## src/rtl/instr_encoder.sv

```systemverilog
// rtl/instr_encoder.sv - RV32I instruction encoder feeding instruction memory through an in-order word FIFO
// Illegal requests are consumed without a push and latch the sticky err flag.
module instr_encoder #(
    parameter int          DATA_WIDTH = 32,
    parameter int          ADDR_WIDTH = 8,
    parameter int unsigned BASE_ADDR  = 0,
    parameter int          FIFO_DEPTH = 4
) (
    input  logic                  clk,
    input  logic                  rst,
    input  logic                  in_valid,
    output logic                  in_ready,
    input  logic [3:0]            in_kind,
    input  logic [2:0]            in_funct3,
    input  logic                  in_alt,
    input  logic [4:0]            in_rd,
    input  logic [4:0]            in_rs1,
    input  logic [4:0]            in_rs2,
    input  logic [DATA_WIDTH-1:0] in_imm,
    output logic                  wr_valid,
    input  logic                  wr_ready,
    output logic [ADDR_WIDTH-1:0] wr_addr,
    output logic [DATA_WIDTH-1:0] wr_data,
    output logic                  err,
    output logic [15:0]           words_written
);

    localparam int PTR_W = (FIFO_DEPTH > 1) ? $clog2(FIFO_DEPTH) : 1;
    localparam logic [PTR_W:0]          FULL_CNT = (PTR_W + 1)'(FIFO_DEPTH);
    localparam logic [ADDR_WIDTH-1:0]   BASE     = ADDR_WIDTH'(BASE_ADDR);

    localparam logic [3:0] K_R      = 4'd0;
    localparam logic [3:0] K_IALU   = 4'd1;
    localparam logic [3:0] K_SHIFT  = 4'd2;
    localparam logic [3:0] K_LOAD   = 4'd3;
    localparam logic [3:0] K_STORE  = 4'd4;
    localparam logic [3:0] K_BRANCH = 4'd5;
    localparam logic [3:0] K_JAL    = 4'd6;
    localparam logic [3:0] K_JALR   = 4'd7;
    localparam logic [3:0] K_LUI    = 4'd8;
    localparam logic [3:0] K_AUIPC  = 4'd9;

    localparam logic [6:0] OP_R      = 7'b0110011;
    localparam logic [6:0] OP_IMM    = 7'b0010011;
    localparam logic [6:0] OP_LOAD   = 7'b0000011;
    localparam logic [6:0] OP_STORE  = 7'b0100011;
    localparam logic [6:0] OP_BRANCH = 7'b1100011;
    localparam logic [6:0] OP_JAL    = 7'b1101111;
    localparam logic [6:0] OP_JALR   = 7'b1100111;
    localparam logic [6:0] OP_LUI    = 7'b0110111;
    localparam logic [6:0] OP_AUIPC  = 7'b0010111;

    logic [DATA_WIDTH-1:0] mem_q [FIFO_DEPTH];
    logic [PTR_W-1:0]      wr_ptr_q, rd_ptr_q;
    logic [PTR_W:0]        count_q, count_d;
    logic [ADDR_WIDTH-1:0] addr_q, addr_d;
    logic [15:0]           words_q, words_d;
    logic                  err_q, err_d;

    logic                  fits12, fits13, fits21, shamt_ok, upper_ok;
    logic [6:0]            funct7;
    logic [DATA_WIDTH-1:0] enc_word;
    logic                  enc_legal;
    logic                  accept, push, pop;

    // Range checks compare the immediate against its own sign-extension from the field width.
    assign fits12   = (in_imm == {{(DATA_WIDTH-12){in_imm[11]}}, in_imm[11:0]});
    assign fits13   = (in_imm == {{(DATA_WIDTH-13){in_imm[12]}}, in_imm[12:0]});
    assign fits21   = (in_imm == {{(DATA_WIDTH-21){in_imm[20]}}, in_imm[20:0]});
    assign shamt_ok = (in_imm[DATA_WIDTH-1:5] == '0);
    assign upper_ok = (in_imm[11:0] == 12'd0);

    always_comb begin
        enc_word  = '0;
        enc_legal = 1'b0;
        funct7    = 7'h00;
        case (in_kind)
            K_R: begin
                if (in_alt && (in_funct3 == 3'b000 || in_funct3 == 3'b101)) begin
                    funct7 = 7'h20;
                end
                enc_legal = 1'b1;
                enc_word  = {funct7, in_rs2, in_rs1, in_funct3, in_rd, OP_R};
            end
            K_IALU: begin
                enc_legal = fits12;
                enc_word  = {in_imm[11:0], in_rs1, in_funct3, in_rd, OP_IMM};
            end
            K_SHIFT: begin
                if (in_alt) begin
                    funct7 = 7'h20;
                end
                enc_legal = shamt_ok &&
                            (in_funct3 == 3'b101 || (in_funct3 == 3'b001 && !in_alt));
                enc_word  = {funct7, in_imm[4:0], in_rs1, in_funct3, in_rd, OP_IMM};
            end
            K_LOAD: begin
                enc_legal = fits12 && (in_funct3 != 3'b011) &&
                            (in_funct3 != 3'b110) && (in_funct3 != 3'b111);
                enc_word  = {in_imm[11:0], in_rs1, in_funct3, in_rd, OP_LOAD};
            end
            K_STORE: begin
                enc_legal = fits12 && (in_funct3 <= 3'b010);
                enc_word  = {in_imm[11:5], in_rs2, in_rs1, in_funct3, in_imm[4:0], OP_STORE};
            end
            K_BRANCH: begin
                enc_legal = fits13 && !in_imm[0] &&
                            (in_funct3 != 3'b010) && (in_funct3 != 3'b011);
                enc_word  = {in_imm[12], in_imm[10:5], in_rs2, in_rs1, in_funct3,
                             in_imm[4:1], in_imm[11], OP_BRANCH};
            end
            K_JAL: begin
                enc_legal = fits21 && !in_imm[0];
                enc_word  = {in_imm[20], in_imm[10:1], in_imm[11], in_imm[19:12], in_rd, OP_JAL};
            end
            K_JALR: begin
                enc_legal = fits12;
                enc_word  = {in_imm[11:0], in_rs1, 3'b000, in_rd, OP_JALR};
            end
            K_LUI: begin
                enc_legal = upper_ok;
                enc_word  = {in_imm[31:12], in_rd, OP_LUI};
            end
            K_AUIPC: begin
                enc_legal = upper_ok;
                enc_word  = {in_imm[31:12], in_rd, OP_AUIPC};
            end
            default: begin
                enc_legal = 1'b0;
                enc_word  = '0;
            end
        endcase
    end

    // No bypass: a full FIFO refuses input even when the head is leaving this cycle.
    assign in_ready      = (count_q != FULL_CNT) && !rst;
    assign wr_valid      = (count_q != '0) && !rst;
    assign wr_data       = mem_q[rd_ptr_q];
    assign wr_addr       = addr_q;
    assign err           = err_q;
    assign words_written = words_q;

    assign accept = in_valid && in_ready;
    assign push   = accept && enc_legal;
    assign pop    = wr_valid && wr_ready;

    always_comb begin
        count_d = count_q;
        case ({push, pop})
            2'b10:   count_d = count_q + 1'b1;
            2'b01:   count_d = count_q - 1'b1;
            default: count_d = count_q;
        endcase
        addr_d  = pop ? addr_q + ADDR_WIDTH'(4) : addr_q;
        words_d = (pop && words_q != 16'hFFFF) ? words_q + 16'd1 : words_q;
        err_d   = err_q || (accept && !enc_legal);
    end

    always_ff @(posedge clk) begin
        if (push) begin
            mem_q[wr_ptr_q] <= enc_word;
        end
    end

    always_ff @(posedge clk) begin
        if (rst) begin
            wr_ptr_q <= '0;
            rd_ptr_q <= '0;
            count_q  <= '0;
            addr_q   <= BASE;
            words_q  <= 16'd0;
            err_q    <= 1'b0;
        end else begin
            if (push) begin
                wr_ptr_q <= wr_ptr_q + 1'b1;
            end
            if (pop) begin
                rd_ptr_q <= rd_ptr_q + 1'b1;
            end
            count_q <= count_d;
            addr_q  <= addr_d;
            words_q <= words_d;
            err_q   <= err_d;
        end
    end

endmodule

```

## config.mk

```make
export PLATFORM = sky130hd
export DESIGN_NAME = instr_encoder
export DESIGN_NICKNAME = d
export VERILOG_FILES = /design/src/rtl/instr_encoder.sv
export SDC_FILE = /design/constraint.sdc
export NUM_CORES = 1
export LEC_CHECK = 0
export ABC_AREA = 1
export CAP_MARGIN = 30
export CORE_MARGIN = 2
export CORE_UTILIZATION = 54
export DETAILED_ROUTE_END_ITERATION = 6
export DONT_BUFFER_PORTS = 1
export GPL_ROUTABILITY_DRIVEN = 1
export PLACE_DENSITY = 0.79
export SYNTH_ARGS = -nofsm -noshare
export SYNTH_HDL_FRONTEND = slang
export SYNTH_SLANG_ARGS = --single-unit
```

## constraint.sdc

```tcl
create_clock -name clk -period 3.2 [get_ports clk]
set_clock_uncertainty 0.1 [all_clocks]
set_input_delay 0.32 -clock clk [delete_from_list [all_inputs] [get_ports clk]]
set_output_delay 0.32 -clock clk [all_outputs]
set_load 0.005 [all_outputs]
```

After elaboration in Yosys (flattened, before gate mapping)
Memory sizes are Yosys's and may differ from the RTL's. A register that Yosys moved wholly into a read port is not among the register bits. Cells that the tools add are included. Widths: inputs -> output; s select.

Register bits after elaboration: 32. Input port bits: 59. Logic and storage cells: 78. Memories: 1. Bits in writable memories: 128.

Memories: mem_q (depth 4, width 32, read ports 1, clocked after Yosys merged registers in 1, wr ports 1, RTL line 53) `logic [DATA_WIDTH-1:0] mem_q [FIFO_DEPTH];`.

Muxes and demuxes: 9. Add/sub/neg operators: 6. Reduce and logical (&&, ||, !) cells: 33. Equality and inequality tests: 22. Magnitude comparators: 1.

Operators with widths (count): $pmux 32 s10 (1); $logic_not 27->1 (1); $eq 20x20->1 (1); $eq 19x19->1 (1); $logic_and 1x1->1 (18); $add 16x1->16 const B (1); $eq 4x3->1 const B (4); $ne 16x16->1 const B (1); $logic_not 12->1 (1); $mux 6 (2); $eq 11x11->1 (1); $ne 3x3->1 const B (3); $add 8x3->8 const B (1); $eq 4x2->1 const B (2); $eq 4x4->1 const B (2); $pmux 1 s8 (1); $ne 3x2->1 const B (2); $pmux 3 s2 (1); $add 2x1->2 const B (2); $eq 4x1->1 const B (1); $logic_not 1->1 (4); $logic_not 4->1 (1); $mux 2 (2); $reduce_or 2->1 (2); other kinds (12) (15).

Logic depth before layout (Yosys ltp)
Depth in word-level cells: 8. Gate-level depth with buffers: 19. Depth with buffers taken out: 19.

Least setup slack after synthesis
Ideal clock, no wire load.

Kind: input port to flip-flop. Start: in in_imm[11]. End: mem mem_q[0][10], enable pin. Setup time: 0.394 ns. Arrival time: 2.044 ns. Required time: 2.706 ns. Path buffers: 0. Stages on the path: 10. Setup slack: 0.662 ns. Cell sequence: inv_1 -> ha_1 -> nand3_1 -> nor2_1 -> nand3_1 -> o21ai_2 -> nor2_4 -> nand2_4 -> nand2_4 -> nor2_2.

Longest elaborated chain between the ends: 8.

Ends and longest elaborated chain: from (decl) (RTL line 19) `input logic [DATA_WIDTH-1:0] in_imm,`; $eq 20x20->1 (RTL line 67) `assign fits12 = (in_imm == {{(DATA_WIDTH-12){in_imm[11]}}, in_imm[11:0]});`; $logic_and 1x1->1 (2 in series) (RTL line 98) `enc_legal = fits12 && (in_funct3 != 3'b011) &&`; $logic_and 1x1->1 (RTL line 99) `(in_funct3 != 3'b110) && (in_funct3 != 3'b111);`; $pmux 1 s8 (*) (RTL line 77) `case (in_kind)`; $logic_and 1x1->1 (*) (RTL line 144) `assign push = accept && enc_legal;`; $mux 1 (*) (RTL line 160) `if (push) begin`; $mux 1 (implied by the code) (*) (RTL line 161) `mem_q[wr_ptr_q] <= enc_word;`; to (decl) (RTL line 53).

Every way passes the cells marked *; elsewhere a longest branch is shown, timed or not.

==> flow_metrics.tcl <==
set metrics [dict create \
    status "finished, final reports clean" \
    numClockSinks 156 \
    ant_nets 0 \
    synth-seq-cells 156 \
    htree_levels 4 \
    finalSetupViolCount 0 \
    worstPathArrival_ns 2.04 \
    layout-drive-gt1-share_pct 10.30 \
    timing.hold.ws_ns 0.01926 \
    io_buffers 0 \
    cts_buffers 17 \
    die_area_um2 14390 \
    path_class "flip-flop to primary output" \
    clk_pin_slew_ns 0.06 \
    synth_area_per_cell_um2 9.812 \
    postSynthCellCount 740 \
    grt_setup_unrepaired "false" \
    antenna_found_initial 0 \
    synth.distinct_cells 47 \
    cts_max_path_buffers 2 \
    grt_pass1_vias 5457 \
    clk_root_buffer_cell "clkbuf_16" \
    ios 118 \
    gr-total-overflow 0 \
    cts_resized 0 \
    grt_max_degree 63 \
    core_area_um2 13190 \
    fin_crit_sh_pct 76.98 \
    initial_core_util_pct 55.05 \
    synth_area_um2 7261 \
    crit_fanout 24 \
    crit_path_end_kind "primary output" \
    slew_headroom_pct 38.95 \
    die_h_um 120.0 \
    powerDensity_nw_per_um2 549.2 \
    start_kind "flip-flop" \
    wl_per_cell_um 19.39 \
    vias 5552 \
    hp-class "primary input to flip-flop" \
    via_per_inst 5.951 \
    drv_cap 0 \
    grt_usage_pct 25.82 \
    cp.required_ns 2.78 \
    grt_pass1_wl_um 28100 \
    drtIter0Drc 663 \
    p_leak_nw 2.854 \
    yosys_warnings 0 \
    layout.filler_cells 1074 \
    synthFlopType "edfxtp_1" \
    period_minus_slack_ns 2.463 \
    drc 0 \
    max_freq_ghz 0.4060 \
    wirelength_um 18090 \
    clock_latency_ns 0.43 \
    yosysSeqAreaShare_pct 60.11 \
    die_w_um 120.0 \
    num_rows 42 \
    tns_ns 0 \
    async_flop_share_pct 0 \
    irDropWorstVdd_mv 0.3364 \
    first_pass_iters 5 \
    nNetsFinal 812 \
    hold_viol 0 \
    worst_slew_pin_slew_ns 0.9062 \
    synth_edf_count 124 \
    cts_tree "built" \
    syn_to_final_growth_pct 10.99 \
    n_antenna_cell 0 \
    place_hpwl_um 12100 \
    slew_violations 0 \
    gp_congestion 0.9228 \
]
[cell usage after synthesis (2+ instances only)]
cell	number	area, µm²
nand2_2	4	25.02
o2111ai_1	2	17.52
a31oi_1	2	12.51
ha_1	8	100.1
o21a_1	3	22.52
inv_1	57	214.0
inv_2	11	41.29
a22oi_1	4	30.03
nor2_2	6	37.54
dfxtp_1	32	640.6
nor2_1	128	480.5
buf_4	3	22.52
nand2_1	74	277.8
and3_1	3	18.77
o211ai_1	3	22.52
clkinv_1	2	7.510
nand3_1	30	150.1
edfxtp_1	124	3724
nor3b_1	2	15.01
nand2_4	6	67.56
a21oi_2	2	17.52
o21ai_0	112	560.5
nor2_4	3	33.78
clkbuf_1	23	86.33
nor3_1	11	55.05
o21ai_1	4	20.02
o22ai_1	35	219.0
a21oi_1	24	120.1
nand4_1	2	12.51
xor2_1	3	26.28
[state kept, by name (all words and copies together) (netlist names), named ones only]
name           count
rd_ptr_q           2
wr_ptr_q           2
words_written     16
wr_addr            6
mem_q            124
count_q            3
err                1
[per-layer routing]
metal | track usage (%) | up-vias | part of all wire, %
li1 | - | 2581 | -
met1 | 29.37 | 2634 | 38
met2 | 41.69 | 284 | 48
met3 | 10.36 | 53 | 11
met4 | 13.82 | 0 | 4.0
met5 | 0 | - | 0
[report_power, final]
part	internal (mW)	switching (mW)
combinational	0.0431	0.123
sequential	2.21	0.00282
clock	1.29	0.763
total	3.54	0.888
[through the flow]
step                      utilization, %  cell area [µm²]  worst slack [ns]  power, mW  std cells
after global placement             56.43             7443            0.7392      2.401        900
after detailed placement           56.43             7443            0.6597      2.409        900
final                              61.10             8059            0.7367      4.426        933
after floorplan                        -             7264            0.6617      2.369        741
after CTS                          61.10             8059            0.7539      4.453        933
after global routing               61.10             8059            0.5855      4.565        933
[path summary, 6_finish.rpt]
path                           start                 endpoint  slack, ns  cells after the start
max                        flip-flop              wr_data[28]       0.74                      4
min                         wr_ready  wr_addr[3]$_SDFFE_PP0P_       0.02                      3
max reg2reg  count_q[1]$_SDFFE_PP0P_  count_q[1]$_SDFFE_PP0P_       0.85                     10
min reg2reg  wr_addr[7]$_SDFFE_PP0P_  wr_addr[7]$_SDFFE_PP0P_       0.40                      2
[cell type report]
type,count,area (µm²),share of cell area (%)
Sequential cell,156,4365,54.17
Multi-Input combinational cell,486,2507,31.11
Clock buffer,18,429.2,5.325
Inverter,71,267.8,3.322
Tap cell,176,220.2,2.732
Clock inverter,14,176.4,2.189
Timing Repair Buffer,12,92.59,1.149
[worst max-delay path: stages (launching register included)]
cell and delay, ns:
dfxtp_2 0.34, clkinv_1 0.47, buf_4 0.42, o21ai_0 0.21
o22ai_1 0.16
[cells in the final DEF (no fill, tap or decap), types with 2 or more instances in the layout]
master,n
o211ai_1,3
o21a_1,3
o2111ai_1,2
a22oi_1,4
buf_4,11
clkinv_2,2
dfxtp_1,31
o21ai_0,112
o22ai_1,35
nor2_4,3
xor2_1,3
nand2_1,74
nand2_2,4
nand2_4,6
clkbuf_16,17
ha_1,8
nor3b_1,2
nand3_1,30
nor2_1,128
nand4_1,2
edfxtp_1,124
clkinvlp_4,3
inv_2,11
a21oi_2,2
conb_1,2
inv_1,57
a31oi_1,2
nor2_2,6
nor3_1,11
o21ai_1,4
clkinv_1,6
bufinv_16,4
and3_1,3
a21oi_1,24
[timing repair]
action / in CTS / in global routing
hold buffers: 1 / 0
buffers inserted: 0 / 0
endpoints found under the hold margin: 13 / 0
[cells by family after synthesis]
kind of cell	share of synthesized area, %
flops	60.11
compound gates	15.13
other cells	0.05165
buf+inv	5.411
xor+xnor	0.4826
simple gates	17.16
fa+ha+maj	1.654
(Power assumes the default switching activity.)
